===== config.mk =====
export PLATFORM = sky130hd
export DESIGN_NAME = shared_mem_arbiter
export DESIGN_NICKNAME = d
export VERILOG_FILES = /design/src/rtl/shared_mem_pkg.sv /design/src/rtl/shared_mem_arbiter_rr_arbiter.sv /design/src/rtl/shared_mem_arbiter.sv
export SDC_FILE = /design/constraint.sdc
export NUM_CORES = 1
export LEC_CHECK = 0
export ABC_AREA = 1
export CORE_UTILIZATION = 30
export CTS_BUF_LIST = sky130_fd_sc_hd__clkbuf_4 sky130_fd_sc_hd__clkbuf_8
export CTS_CLUSTER_SIZE = 24
export DETAILED_ROUTE_END_ITERATION = 8
export MAX_ROUTING_LAYER = met4
export PLACE_DENSITY = 0.68
export SYNTH_ARGS = -nofsm -noshare
export SYNTH_HDL_FRONTEND = slang
export SYNTH_SLANG_ARGS = --single-unit

===== constraint.sdc =====
create_clock -name clk -period 3.35 [get_ports clk]
set_input_delay 0.67 -clock clk [delete_from_list [all_inputs] [get_ports clk]]
set_output_delay 0.67 -clock clk [all_outputs]
set_load 0.02 [all_outputs]

===== src/rtl/shared_mem_pkg.sv =====
// Shared definitions for the shared-memory arbiter: default geometry and
// the request / in-flight tag record types.
package shared_mem_pkg;

    localparam int NCORE_DEF   = 4;
    localparam int ADDR_W_DEF  = 15;
    localparam int DATA_W_DEF  = 32;
    localparam int MEM_LAT_DEF = 2;

    typedef logic [$clog2(NCORE_DEF)-1:0] core_id_t;

    typedef struct packed {
        logic                  we;
        logic [ADDR_W_DEF-1:0] addr;
        logic [DATA_W_DEF-1:0] din;
    } mem_req_t;

    typedef struct packed {
        logic     valid;
        core_id_t id;
    } tag_t;

endpackage


===== src/rtl/shared_mem_arbiter_rr_arbiter.sv =====
// Combinational round-robin arbiter: scans from ptr upward (wrapping) and
// grants the first active request, returning one-hot grant, index and next pointer.
module rr_arbiter #(
    parameter int N  = 4,
    parameter int IW = (N > 1) ? $clog2(N) : 1
) (
    input  logic [N-1:0]  req,
    input  logic [IW-1:0] ptr,
    output logic [N-1:0]  gnt,
    output logic [IW-1:0] gnt_id,
    output logic          any_gnt,
    output logic [IW-1:0] ptr_nxt
);

    logic [IW-1:0] idx;

    // priority scan starting at the pointer
    always_comb begin
        gnt     = {N{1'b0}};
        gnt_id  = {IW{1'b0}};
        any_gnt = 1'b0;
        ptr_nxt = ptr;
        idx     = {IW{1'b0}};
        for (int k = 0; k < N; k++) begin
            idx = IW'((int'(ptr) + k) % N);
            if (!any_gnt && req[idx]) begin
                gnt[idx] = 1'b1;
                gnt_id   = idx;
                any_gnt  = 1'b1;
                ptr_nxt  = IW'((int'(idx) + 1) % N);
            end else begin
                any_gnt = any_gnt;
            end
        end
    end

endmodule


===== src/rtl/shared_mem_arbiter.sv =====
// Round-robin sharing of one BRAM port among NCORE cores, with a tag pipeline
// that steers each read's returning data to the core that issued it.
module shared_mem_arbiter
    import shared_mem_pkg::*;
#(
    parameter int NCORE   = NCORE_DEF,
    parameter int ADDR_W  = ADDR_W_DEF,
    parameter int DATA_W  = DATA_W_DEF,
    parameter int MEM_LAT = MEM_LAT_DEF
) (
    input  logic                      clk,
    input  logic                      rst,
    input  logic [NCORE-1:0]          req,
    input  logic [NCORE-1:0]          we,
    input  logic [NCORE*ADDR_W-1:0]   addr,
    input  logic [NCORE*DATA_W-1:0]   din,
    output logic [NCORE-1:0]          mem_wait,
    output logic [NCORE-1:0]          rvalid,
    output logic [DATA_W-1:0]         rdata,
    output logic                      mem_en,
    output logic                      mem_we,
    output logic [ADDR_W-1:0]         mem_addr,
    output logic [DATA_W-1:0]         mem_din,
    input  logic [DATA_W-1:0]         mem_dout
);

    localparam int IW = (NCORE > 1) ? $clog2(NCORE) : 1;

    typedef struct packed {
        logic          valid;
        logic [IW-1:0] id;
    } tag_ent_t;

    logic [NCORE-1:0]  req_live;
    logic [NCORE-1:0]  gnt;
    logic [IW-1:0]     gnt_id;
    logic [IW-1:0]     ptr_nxt;
    logic              any_gnt;
    logic              sel_we;
    logic [ADDR_W-1:0] sel_addr;
    logic [DATA_W-1:0] sel_din;

    logic [IW-1:0]     ptr_q, ptr_d;
    logic              mem_en_q, mem_en_d;
    logic              mem_we_q, mem_we_d;
    logic [ADDR_W-1:0] mem_addr_q, mem_addr_d;
    logic [DATA_W-1:0] mem_din_q, mem_din_d;
    logic [DATA_W-1:0] rdata_q, rdata_d;
    logic [NCORE-1:0]  rvalid_q, rvalid_d;
    tag_ent_t          tag_q [0:MEM_LAT];
    tag_ent_t          tag_d [0:MEM_LAT];

    assign req_live = rst ? {NCORE{1'b0}} : req;

    rr_arbiter #(.N(NCORE), .IW(IW)) u_rr_arbiter (
        .req     (req_live),
        .ptr     (ptr_q),
        .gnt     (gnt),
        .gnt_id  (gnt_id),
        .any_gnt (any_gnt),
        .ptr_nxt (ptr_nxt)
    );

    assign mem_wait = req & ~gnt;

    // AND-OR mux on the one-hot grant so idle cores' inputs never leak through
    always_comb begin
        sel_we   = 1'b0;
        sel_addr = {ADDR_W{1'b0}};
        sel_din  = {DATA_W{1'b0}};
        for (int i = 0; i < NCORE; i++) begin
            sel_we   = sel_we   | (we[i] & gnt[i]);
            sel_addr = sel_addr | (addr[i*ADDR_W +: ADDR_W] & {ADDR_W{gnt[i]}});
            sel_din  = sel_din  | (din[i*DATA_W +: DATA_W]  & {DATA_W{gnt[i]}});
        end
    end

    // next state: issue register, tag shift, read return
    always_comb begin
        ptr_d      = ptr_q;
        mem_en_d   = any_gnt;
        mem_we_d   = sel_we;
        mem_addr_d = mem_addr_q;
        mem_din_d  = mem_din_q;
        if (any_gnt) begin
            ptr_d      = ptr_nxt;
            mem_addr_d = sel_addr;
            mem_din_d  = sel_din;
        end else begin
            ptr_d      = ptr_q;
        end

        tag_d[0].valid = any_gnt & ~sel_we;
        tag_d[0].id    = gnt_id;
        for (int k = 1; k <= MEM_LAT; k++) begin
            tag_d[k] = tag_q[k-1];
        end

        // last tag stage lines up with mem_dout becoming valid
        rvalid_d = {NCORE{1'b0}};
        rdata_d  = rdata_q;
        if (tag_q[MEM_LAT].valid) begin
            rvalid_d[tag_q[MEM_LAT].id] = 1'b1;
            rdata_d                     = mem_dout;
        end else begin
            rdata_d = rdata_q;
        end
    end

    // state registers with synchronous reset
    always_ff @(posedge clk) begin
        if (rst) begin
            ptr_q      <= {IW{1'b0}};
            mem_en_q   <= 1'b0;
            mem_we_q   <= 1'b0;
            mem_addr_q <= {ADDR_W{1'b0}};
            mem_din_q  <= {DATA_W{1'b0}};
            rdata_q    <= {DATA_W{1'b0}};
            rvalid_q   <= {NCORE{1'b0}};
            for (int k = 0; k <= MEM_LAT; k++) begin
                tag_q[k] <= '{valid: 1'b0, id: {IW{1'b0}}};
            end
        end else begin
            ptr_q      <= ptr_d;
            mem_en_q   <= mem_en_d;
            mem_we_q   <= mem_we_d;
            mem_addr_q <= mem_addr_d;
            mem_din_q  <= mem_din_d;
            rdata_q    <= rdata_d;
            rvalid_q   <= rvalid_d;
            for (int k = 0; k <= MEM_LAT; k++) begin
                tag_q[k] <= tag_d[k];
            end
        end
    end

    assign mem_en   = mem_en_q;
    assign mem_we   = mem_we_q;
    assign mem_addr = mem_addr_q;
    assign mem_din  = mem_din_q;
    assign rdata    = rdata_q;
    assign rvalid   = rvalid_q;

endmodule


## Yosys cells after proc, flatten, opt, wreduce, memory -nomap -nowiden

Memories as Yosys holds them, arrays and structs flattened.
Cells that the tools add are included.

- Bits in registers: 87
- Bits in writable memories: 9
- Output and inout bits: 89
- Word-level logic and storage cells: 111
- Memories: 1

- $add $sub $neg: 6
- Order comparisons: 10
- Muxes and demuxes: 41
- Bitwise operators: 32
- Reduce and logical (&&, ||, !) cells: 14

Memory list:

| name | words | bits a word | rd ports | clocked after Yosys merged registers in | write ports | RTL line | RTL |
|---|---|---|---|---|---|---|---|
| tag_q | 3 | 3 | 3 | 0 | 3 | shared_mem_arbiter.sv:50 | `tag_ent_t tag_q [0:MEM_LAT];` |

Operator list:

| cell | number |
|---|---|
| bitwise AND 32 bit | 4 |
| bitwise OR 32 bit | 3 |
| bitwise AND 15 bit | 4 |
| bitwise OR 15 bit | 3 |
| two-way mux 4 bit | 5 |
| two-way mux 1 bit | 16 |
| two-way mux 2 bit | 8 |
| < comparator 2 x 3 -> 1 bit (second input constant) | 5 |
| bitwise OR 4 bit | 3 |
| demux 1 bit (select 2 bit) | 5 |
| >= comparator 2 x 1 -> 1 bit (second input constant) | 5 |
| two-way mux 3 bit | 3 |
| adder 2 x 1 -> 2 bit (second input constant) | 4 |
| binary-select mux 1 bit (select 2 bit) | 4 |
| logical AND 1 bit | 8 |
| bitwise OR 1 bit | 6 |
| bitwise AND 1 bit | 5 |
| adder 2 bit (second input constant) | 2 |
| bitwise AND 4 bit | 1 |
| NOT 4 bit | 1 |
| nonzero test 4 bit | 1 |
| logical NOT 1 bit | 3 |
| NOT 1 bit | 2 |
| AND reduction 2 bit | 1 |
| OR reduction 2 bit | 1 |

## Depth between registers and ports, before layout

Gate-level depths: netlist of the first run.

- Depth in word-level cells: 20
- Mapped depth: 17
- Depth with buffers taken out: 13

## By module

A second synthesis of the first run with hierarchy kept.

- Cells, all modules: 815
- Area total of the unflattened synthesis: 5,102.4 um2

Modules (own cells, without submodules):

| module | instances | cells an instance | area an instance (um2) |
|---|---|---|---|
| shared_mem_arbiter | 1 | 717 | 4,503.1 |
| rr_arbiter | 1 | 98 | 599.3 |

## Worst setup path after synthesis of the first run

Ideal clock, no wire load.

- Path kind: in2out
- From: input port rst
- To: output port mem_wait[0]
- Arrival: 2,139 ps
- Required time: 2,680 ps
- Path slack: 541 ps
- Stages: 13
- Path buffers: 4
- Path through: buf_4 > inv_4 > buf_6 > nand3_2 > nand2_2 > nand2_2 > nand2_2 > nor2_4 > buf_6 > nand3_1 > nand3_2 > buf_2 > nor2_1

- Word-level cells in the longest chain between the ends: 15
- Elaborated cells between the ends (all ways): 27
- Those cells by class: mux (16); bitwise (5); reduce/logical (6)

RTL lines:

| what | RTL line | RTL |
|---|---|---|
| from (decl) | shared_mem_arbiter.sv:12 | `input logic rst,` |
| two-way mux 4 bit (*) | shared_mem_arbiter.sv:53 | `assign req_live = rst ? {NCORE{1'b0}} : req;` |
| binary-select mux 1 bit (select 2 bit) | shared_mem_arbiter_rr_arbiter.sv:26 | `if (!any_gnt && req[idx]) begin` |
| two-way mux 1 bit (implied by the code) | shared_mem_arbiter_rr_arbiter.sv:26 |  |
| two-way mux 1 bit | shared_mem_arbiter_rr_arbiter.sv:26 |  |
| logical NOT 1 bit | shared_mem_arbiter_rr_arbiter.sv:26 |  |
| logical AND 1 bit | shared_mem_arbiter_rr_arbiter.sv:26 |  |
| two-way mux 1 bit | shared_mem_arbiter_rr_arbiter.sv:26 |  |
| logical NOT 1 bit | shared_mem_arbiter_rr_arbiter.sv:26 |  |
| logical AND 1 bit | shared_mem_arbiter_rr_arbiter.sv:26 |  |
| two-way mux 1 bit | shared_mem_arbiter_rr_arbiter.sv:26 |  |
| logical NOT 1 bit | shared_mem_arbiter_rr_arbiter.sv:26 |  |
| logical AND 1 bit | shared_mem_arbiter_rr_arbiter.sv:26 |  |
| two-way mux 4 bit (*) | shared_mem_arbiter_rr_arbiter.sv:26 |  |
| NOT 4 bit (*) | shared_mem_arbiter.sv:64 | `assign mem_wait = req & ~gnt;` |
| bitwise AND 4 bit (*) | shared_mem_arbiter.sv:64 |  |
| to (decl) | shared_mem_arbiter.sv:17 | `output logic [NCORE-1:0] mem_wait,` |

Every way passes the cells marked *; elsewhere a longest branch is shown, timed or not. The select of a mux whose other input is x is not followed.

## Worst setup path after layout of the first run

- From: input port rst
- To: output port mem_wait[1]

Same word-level chain as after synthesis.

==> results of run 1 <==
-- kinds of logic after synthesis --
| logic type | count (synthesis) |
|---|---|
| AOI/OAI and AO/OA | 87 |
| adders and majority gates | 8 |
| buffers and inverters | 72 |
| DFF | 96 |
| and+or+nand+nor | 524 |
-- cell usage after synthesis, types with 3 or more instances --
master    number
a21oi_1        3
buf_2         15
buf_4          3
buf_6          9
clkbuf_1      20
dfxtp_1       96
ha_1           8
inv_1         21
inv_2          3
nand2_1      264
nand2_2        7
nand3_1       63
nand3_2        8
nand4_1        5
nor2_1       169
nor3_1         4
o21ai_0       73
o21ai_1        8
-- sequential cells by signal (all words and copies together) (netlist names) --
register	cells
rdata	32
ptr_q	2
mem_addr	15
mem_we	1
mem_en	1
rvalid	4
tag_q	9
mem_din	32
-- area by class of cell --
class                           instances  area share (%)
Inverter                               25            1.13
Clock inverter                          7           0.737
Sequential cell                        96            22.6
Multi-Input combinational cell        620            31.9
Timing Repair Buffer                  334            39.0
Tap cell                              216            3.18
Clock buffer                            9            1.46
-- power by group through the flow --
| stage | Sequential (mW) | Clock [mW] | Combinational (mW) |
|---|---|---|---|
| after floorplan | 1.93 | 0 | 2.13 |
| after global placement | 1.60 | 0 | 3.82 |
| after detailed placement | 1.61 | 0 | 3.82 |
| after CTS | 1.59 | 0.775 | 3.84 |
| after global routing | 1.62 | 0.827 | 4.23 |
| final | 1.59 | 0.741 | 3.79 |
-- worst max-delay path, cell delays in order --
cell             delay, ns
clkdlybuf4s50_1       0.53
inv_4                 0.08
nand3_1               0.08
nand2_1               0.08
nand2_1               0.09
nand2_2               0.14
nand3_1               0.13
nand2_1               0.06
inv_1                 0.06
nand3_2               0.09
nor2_1                0.10
dlygate4sd2_1         0.35
-- path summary, 6_finish.rpt --
kind	from	to	slack [ns]	depth (start not counted)
max	rst	mem_wait[1]	0.21	12
min	tag_q[0][4]	tag_q[0][7]	0.40	2
max reg2reg	ptr_q[1]	mem_din[17]	0.76	13
min reg2reg	tag_q[0][4]	tag_q[0][7]	0.40	2
-- through the flow --
step / worst slack, ns / hold slack, ns
2_1_floorplan: 0.541 / 0.388
3_3_place_gp: -0.0824 / 0.391
3_5_place_dp: -0.0731 / 0.394
4_1_cts: 0.200 / 0.407
5_1_grt: 0.0379 / 0.424
6_report: 0.207 / 0.404
-- routing by layer --
layer  GRT usage, %  up-vias  routed length [um]
met1           23.2     2633                7600
met3           4.23       13                1340
met5              -        -                   0
met4           6.56        0                 248
met2           38.9      222                9240
li1               -     3085                   -
-- what timing repair did --
item / CTS / global route
setup endpoints to repair: 4 / 0
resized for setup: 5 / 0
buffers inserted: 0 / 0
hold buffers: 0 / 0
==> results_dict.tcl, run 1 <==
set metrics [dict create \
    synth-compound-area-share_pct 8.90 \
    postRouteAntennaNets 0 \
    p_per_area_nw_per_um2 720 \
    share_of_async_settable_or_async_resettable_flops_after_synthesis_pct 0 \
    chipWidth_um 131 \
    global_route.usage.total_pct 21.4 \
    timing.max_cap.violations 0 \
    synth_top_cells_by_area "dfxtp_1 39%, nand2_1 20%, nor2_1 13%" \
    die_area_um2 17100 \
    synthesis.instances 787 \
    finalNetCount 1324 \
    ys_types 26 \
    critical_path_required_ns 2.68 \
    totalWireLength_um 18400 \
    gp_congestion 0.831 \
    ys_seq_elements 96 \
    worst_ir_drop_vdd_uv 408 \
    grt_setup_unrepaired "false" \
    yosys.area_share.xor_xnor_pct 0 \
    power_leakage_nw 3.63 \
    core_footprint_um2 16100 \
    number_of_synthesized_flops_with_an_enable_pin 0 \
    drt_pass1_iterations 6 \
    totalNegativeSetupSlack_ns 0 \
    cts_max_path_buffers 2 \
    startpoint_type "input port" \
    largest_clock_skew_in_the_final_design_ns 0.0152 \
    synth_top_family_by_area "simple AND/OR/NAND/NOR gates" \
    cts_root_buffer "clkbuf_8" \
    placed_cells 1290 \
    placed_cell_area_um2 8300 \
    muxShareOfSynthArea_pct 0 \
    worstPathMaxFanout 10 \
    total_power_mw 6.11 \
    drt_drc_violations_left 0 \
    switchingPower_mw 2.85 \
    slew_headroom_pct 32.2 \
    clock_tree_from_tritoncts "yes" \
    io_buffers 318 \
    switching_share_pct 46.7 \
    drt-wirelength-per-cell_um 14.1 \
    drive_gt1_share_pct 5.04 \
    row_count 46 \
    cts_buffers 9 \
    synth_top_area_share_pct 38.5 \
    syn_area_per_cell_um2 6.34 \
    initial_core_util_pct 31.1 \
    area.sequential_um2 1920 \
    synthFlopType "dfxtp_1" \
    first_pass_grt_wire_length_um 27100 \
    clkLatencyLatePin_ns 0.39 \
    multiInputGateArea_um2 2710 \
    antenna_found_initial 0 \
    pwr-share-seq_pct 26.0 \
    worst-endpoint-arrival_ns 2.47 \
    critical_setup_path_kind "in -> out" \
    fin_util_pct 52.9 \
    period_share_pct 93.8 \
    share_of_total_power_in_combinational_logic_pct 61.9 \
    clkTransAtPathRegs_ns 0.10 \
    min_path_type "reg -> reg" \
    n_fill_cell 1654 \
    synthSimpleGateAreaFrac_pct 43.1 \
    result_of_the_run "finished clean" \
    ys_warn_count 0 \
    finalHoldViolations 0 \
    gr-total-overflow 0 \
    hpwl_um 13700 \
    final_cell_count_no_fill 1307 \
    power.share.clock_pct 12.1 \
    grt_pass1_vias 5480 \
    setup_viol 0 \
    syn2layout_area_growth_pct 70.3 \
    routed_via_density 4.55 \
    pin_count 319 \
    power.internal_mw 3.26 \
    die_y_um 131 \
    timing.fmax_mhz 318 \
    first_iter_violations 228 \
    synth.net_count 1025 \
    most_common_cell_after_layout_fill_and_taps_aside "clkdlybuf4s50_1" \
    netlist_area_um2 4990 \
    final_cell_mix "314 x clkdlybuf4s50_1, 264 x nand2_1, 169 x nor2_1, 96 x dfxtp_1, 73 x o21ai_0" \
    post_synth_fa_ha_maj_area_fraction_pct 2.01 \
    ctsHtreeMaxLevel 3 \
    timing_max_transition_violations_final 0 \
    crit_end_element "output pin" \
    synth_area_leader_cell "dfxtp_1" \
    timing_worst_slew_pin_value_ns 1.02 \
    finalInstanceArea_um2 8490 \
    insertedDiodeCount 0 \
    cts.sinks 96 \
    grt_start_max_net_pins 62 \
    sequential_share_of_the_synthesized_area_pct 38.5 \
    route.vias.total 5953 \
    final.min_clock_period_ns 3.14 \
]
No activity file was read; power rests on OpenSTA's default activity.
==> run 2, diff against run 1 <==
- CELL_PAD_IN_SITES_DETAIL_PLACEMENT: not set -> 1
- CELL_PAD_IN_SITES_GLOBAL_PLACEMENT: not set -> 1
- CORE_UTILIZATION: 30 -> 26
- PLACE_DENSITY: 0.68 -> not set
- PLACE_DENSITY_LB_ADDON: not set -> 0.1
==> run 2 against run 1 <==
Highest routed layer unchanged. Critical path type unchanged. Maximum frequency down 2.4%. Combinational power up 5%. First-iteration DRC count down 36%. Critical endpoint is now mem_wait[0]. Sequential power about the same. Largest cell class unchanged. Via count up 2.4%. Setup slack worse by 0.078 ns. Die area up 15%. Worst hold slack better by 0.0042 ns. Flip-flop and latch count unchanged.
==> results_dict.tcl, run 2 (synthesized netlist as in run 1, its figures left out) <==
set metrics [dict create \
    drt-wirelength-per-cell_um 16.0 \
    clock_tree_from_tritoncts "yes" \
    worst-r2r-cell-count 15 \
    timing.max_cap.violations 0 \
    worst_ir_drop_vdd_uv 281 \
    clkLatencyLatePin_ns 0.38 \
    route.vias.total 6093 \
    cts_root_buffer "clkbuf_8" \
    hold_slack_ns 0.409 \
    switchingPower_mw 2.94 \
    crit_end_element "output pin" \
    final.min_clock_period_ns 3.22 \
    timing_max_transition_violations_final 0 \
    slew_headroom_pct 31.9 \
    die_area_um2 19700 \
    totalNegativeSetupSlack_ns 0 \
    routed_via_density 4.57 \
    share_of_total_power_in_combinational_logic_pct 62.2 \
    multiInputGateArea_um2 2700 \
    postCtsHoldBufs 0 \
    startpoint_type "input port" \
    n_fill_cell 2402 \
    largest_clock_skew_in_the_final_design_ns 0.0169 \
    ctsHtreeMaxLevel 3 \
    grt_setup_unrepaired "false" \
    antenna_found_initial 0 \
    whs_path_depth 2 \
    power_leakage_nw 3.70 \
    grt_pass1_vias 6161 \
    timing.fmax_mhz 310 \
    chipWidth_um 141 \
    hold_end "tag_q[0][8]" \
    io_buffers 318 \
    postRouteAntennaNets 0 \
    power.internal_mw 3.44 \
    clkTransAtPathRegs_ns 0.09 \
    result_of_the_run "finished clean" \
    worst-endpoint-arrival_ns 2.55 \
    power.share.clock_pct 13.0 \
    switching_share_pct 46.1 \
    hpwl_um 15900 \
    timing.hold.worst.start "tag_q[0][5]" \
    period_share_pct 96.1 \
    drt_drc_violations_left 0 \
    p_per_area_nw_per_um2 739 \
    timing_worst_slew_pin_value_ns 1.02 \
    drive_gt1_share_pct 5.82 \
    most_common_cell_after_layout_fill_and_taps_aside "clkdlybuf4s50_1" \
    gr-total-overflow 0 \
    final_cell_mix "314 x clkdlybuf4s50_1, 264 x nand2_1, 169 x nor2_1, 96 x dfxtp_1, 73 x o21ai_0" \
    syn2layout_area_growth_pct 73.0 \
    first_pass_grt_wire_length_um 33300 \
    pwr-share-seq_pct 24.8 \
    worstPathMaxFanout 10 \
    die_y_um 141 \
    cts_buffers 9 \
    finalNetCount 1333 \
    area.sequential_um2 1920 \
    critical_path_required_ns 2.68 \
    drt_pass1_iterations 4 \
    min_path_type "reg -> reg" \
    cts_max_path_buffers 2 \
    row_count 50 \
    setup_viol 0 \
    critical_path.reg2reg.startpoint "ptr_q[1]" \
    global_route.usage.total_pct 22.4 \
    totalWireLength_um 21300 \
    initial_core_util_pct 26.6 \
    insertedDiodeCount 0 \
    core_footprint_um2 18800 \
    grt_start_max_net_pins 55 \
    finalHoldViolations 0 \
    reg2reg_setup_slack_ns 0.62 \
    gp_congestion 0.806 \
    worst_r2r_endpoint "mem_addr[2]" \
    pin_count 319 \
    cts.sinks 96 \
    critical_setup_path_kind "in -> out" \
    first_iter_violations 145 \
]
## run 2: cell count changes in the layout (fill, tap and decap cells not counted), moves of 2 or more
cell	change
buf_12	+2
buf_4	+8
clkinvlp_4	-2
inv_8	-2
## run 2: what timing repair did
item | CTS | global route
setup buffers | 0 | 4
pin swaps | 0 | 1
gates resized for setup | 4 | 1
setup endpoints to repair | 4 | 1
## run 2: worst max path at each step
stage,from,end,slack (ns),cells after the start
floorplan,rst,mem_wait[0],0.54,13
global placement,rst,mem_wait[1],-0.12,11
finish,rst,mem_wait[0],0.13,12
detailed placement,rst,mem_wait[1],-0.12,11
global route,rst,mem_wait[3],0.005,12
CTS,rst,mem_wait[1],0.09,11
## run 2: critical path, cell delays in order
cell	delay (ns)
clkdlybuf4s50_1	0.53
inv_4	0.08
nand3_1	0.09
nand2_1	0.08
nand2_1	0.10
nand2_2	0.13
nor2_4	0.19
buf_4	0.14
nand4_1	0.09
nand3_2	0.11
nor2_1	0.04
dlygate4sd2_1	0.31
## run 2: area by class of cell
type                       count  share of cell area (%)
inverter                      25                    1.12
timing repair buffer         344                    39.5
tap                          234                    3.39
clock inverter                 5                   0.740
sequential                    96                    22.3
multi-input combinational    619                    31.3
clock buffer                  11                    1.68
## run 2: power groups by stage
| stage | clock, mW | combinational [mW] | sequential [mW] |
|---|---|---|---|
| 6_report | 0.831 | 3.97 | 1.58 |
| 3_3_place_gp | 0 | 3.99 | 1.59 |
| 2_1_floorplan | 0 | 2.13 | 1.93 |
| 3_5_place_dp | 0 | 4.00 | 1.61 |
| 4_1_cts | 0.865 | 4.01 | 1.58 |
| 5_1_grt | 0.913 | 4.45 | 1.62 |
## run 2: routing by layer
layer  part of all wire, %  wire [um]  up-vias  GRT usage [%]
li1                      -          -     3101              -
met1                    43       9060     2740           25.4
met2                    48      10300      232           38.6
met3                   7.4       1570       20           5.98
met4                   1.7        371        0           6.29
met5                     0          0        -              -
## run 2: metrics by stage
step | std cells | setup slack [ns] | power, mW | cell area [um2] | util, %
5_1_grt | 1334 | 0.00469 | 6.98 | 8630 | 46.0
4_1_cts | 1330 | 0.0886 | 6.46 | 8600 | 45.8
2_1_floorplan | 787 | 0.541 | 4.06 | 4990 | -
3_3_place_gp | 1314 | -0.124 | 5.58 | 8390 | 44.7
6_report | 1334 | 0.129 | 6.38 | 8630 | 46.0
3_5_place_dp | 1314 | -0.116 | 5.61 | 8390 | 44.7
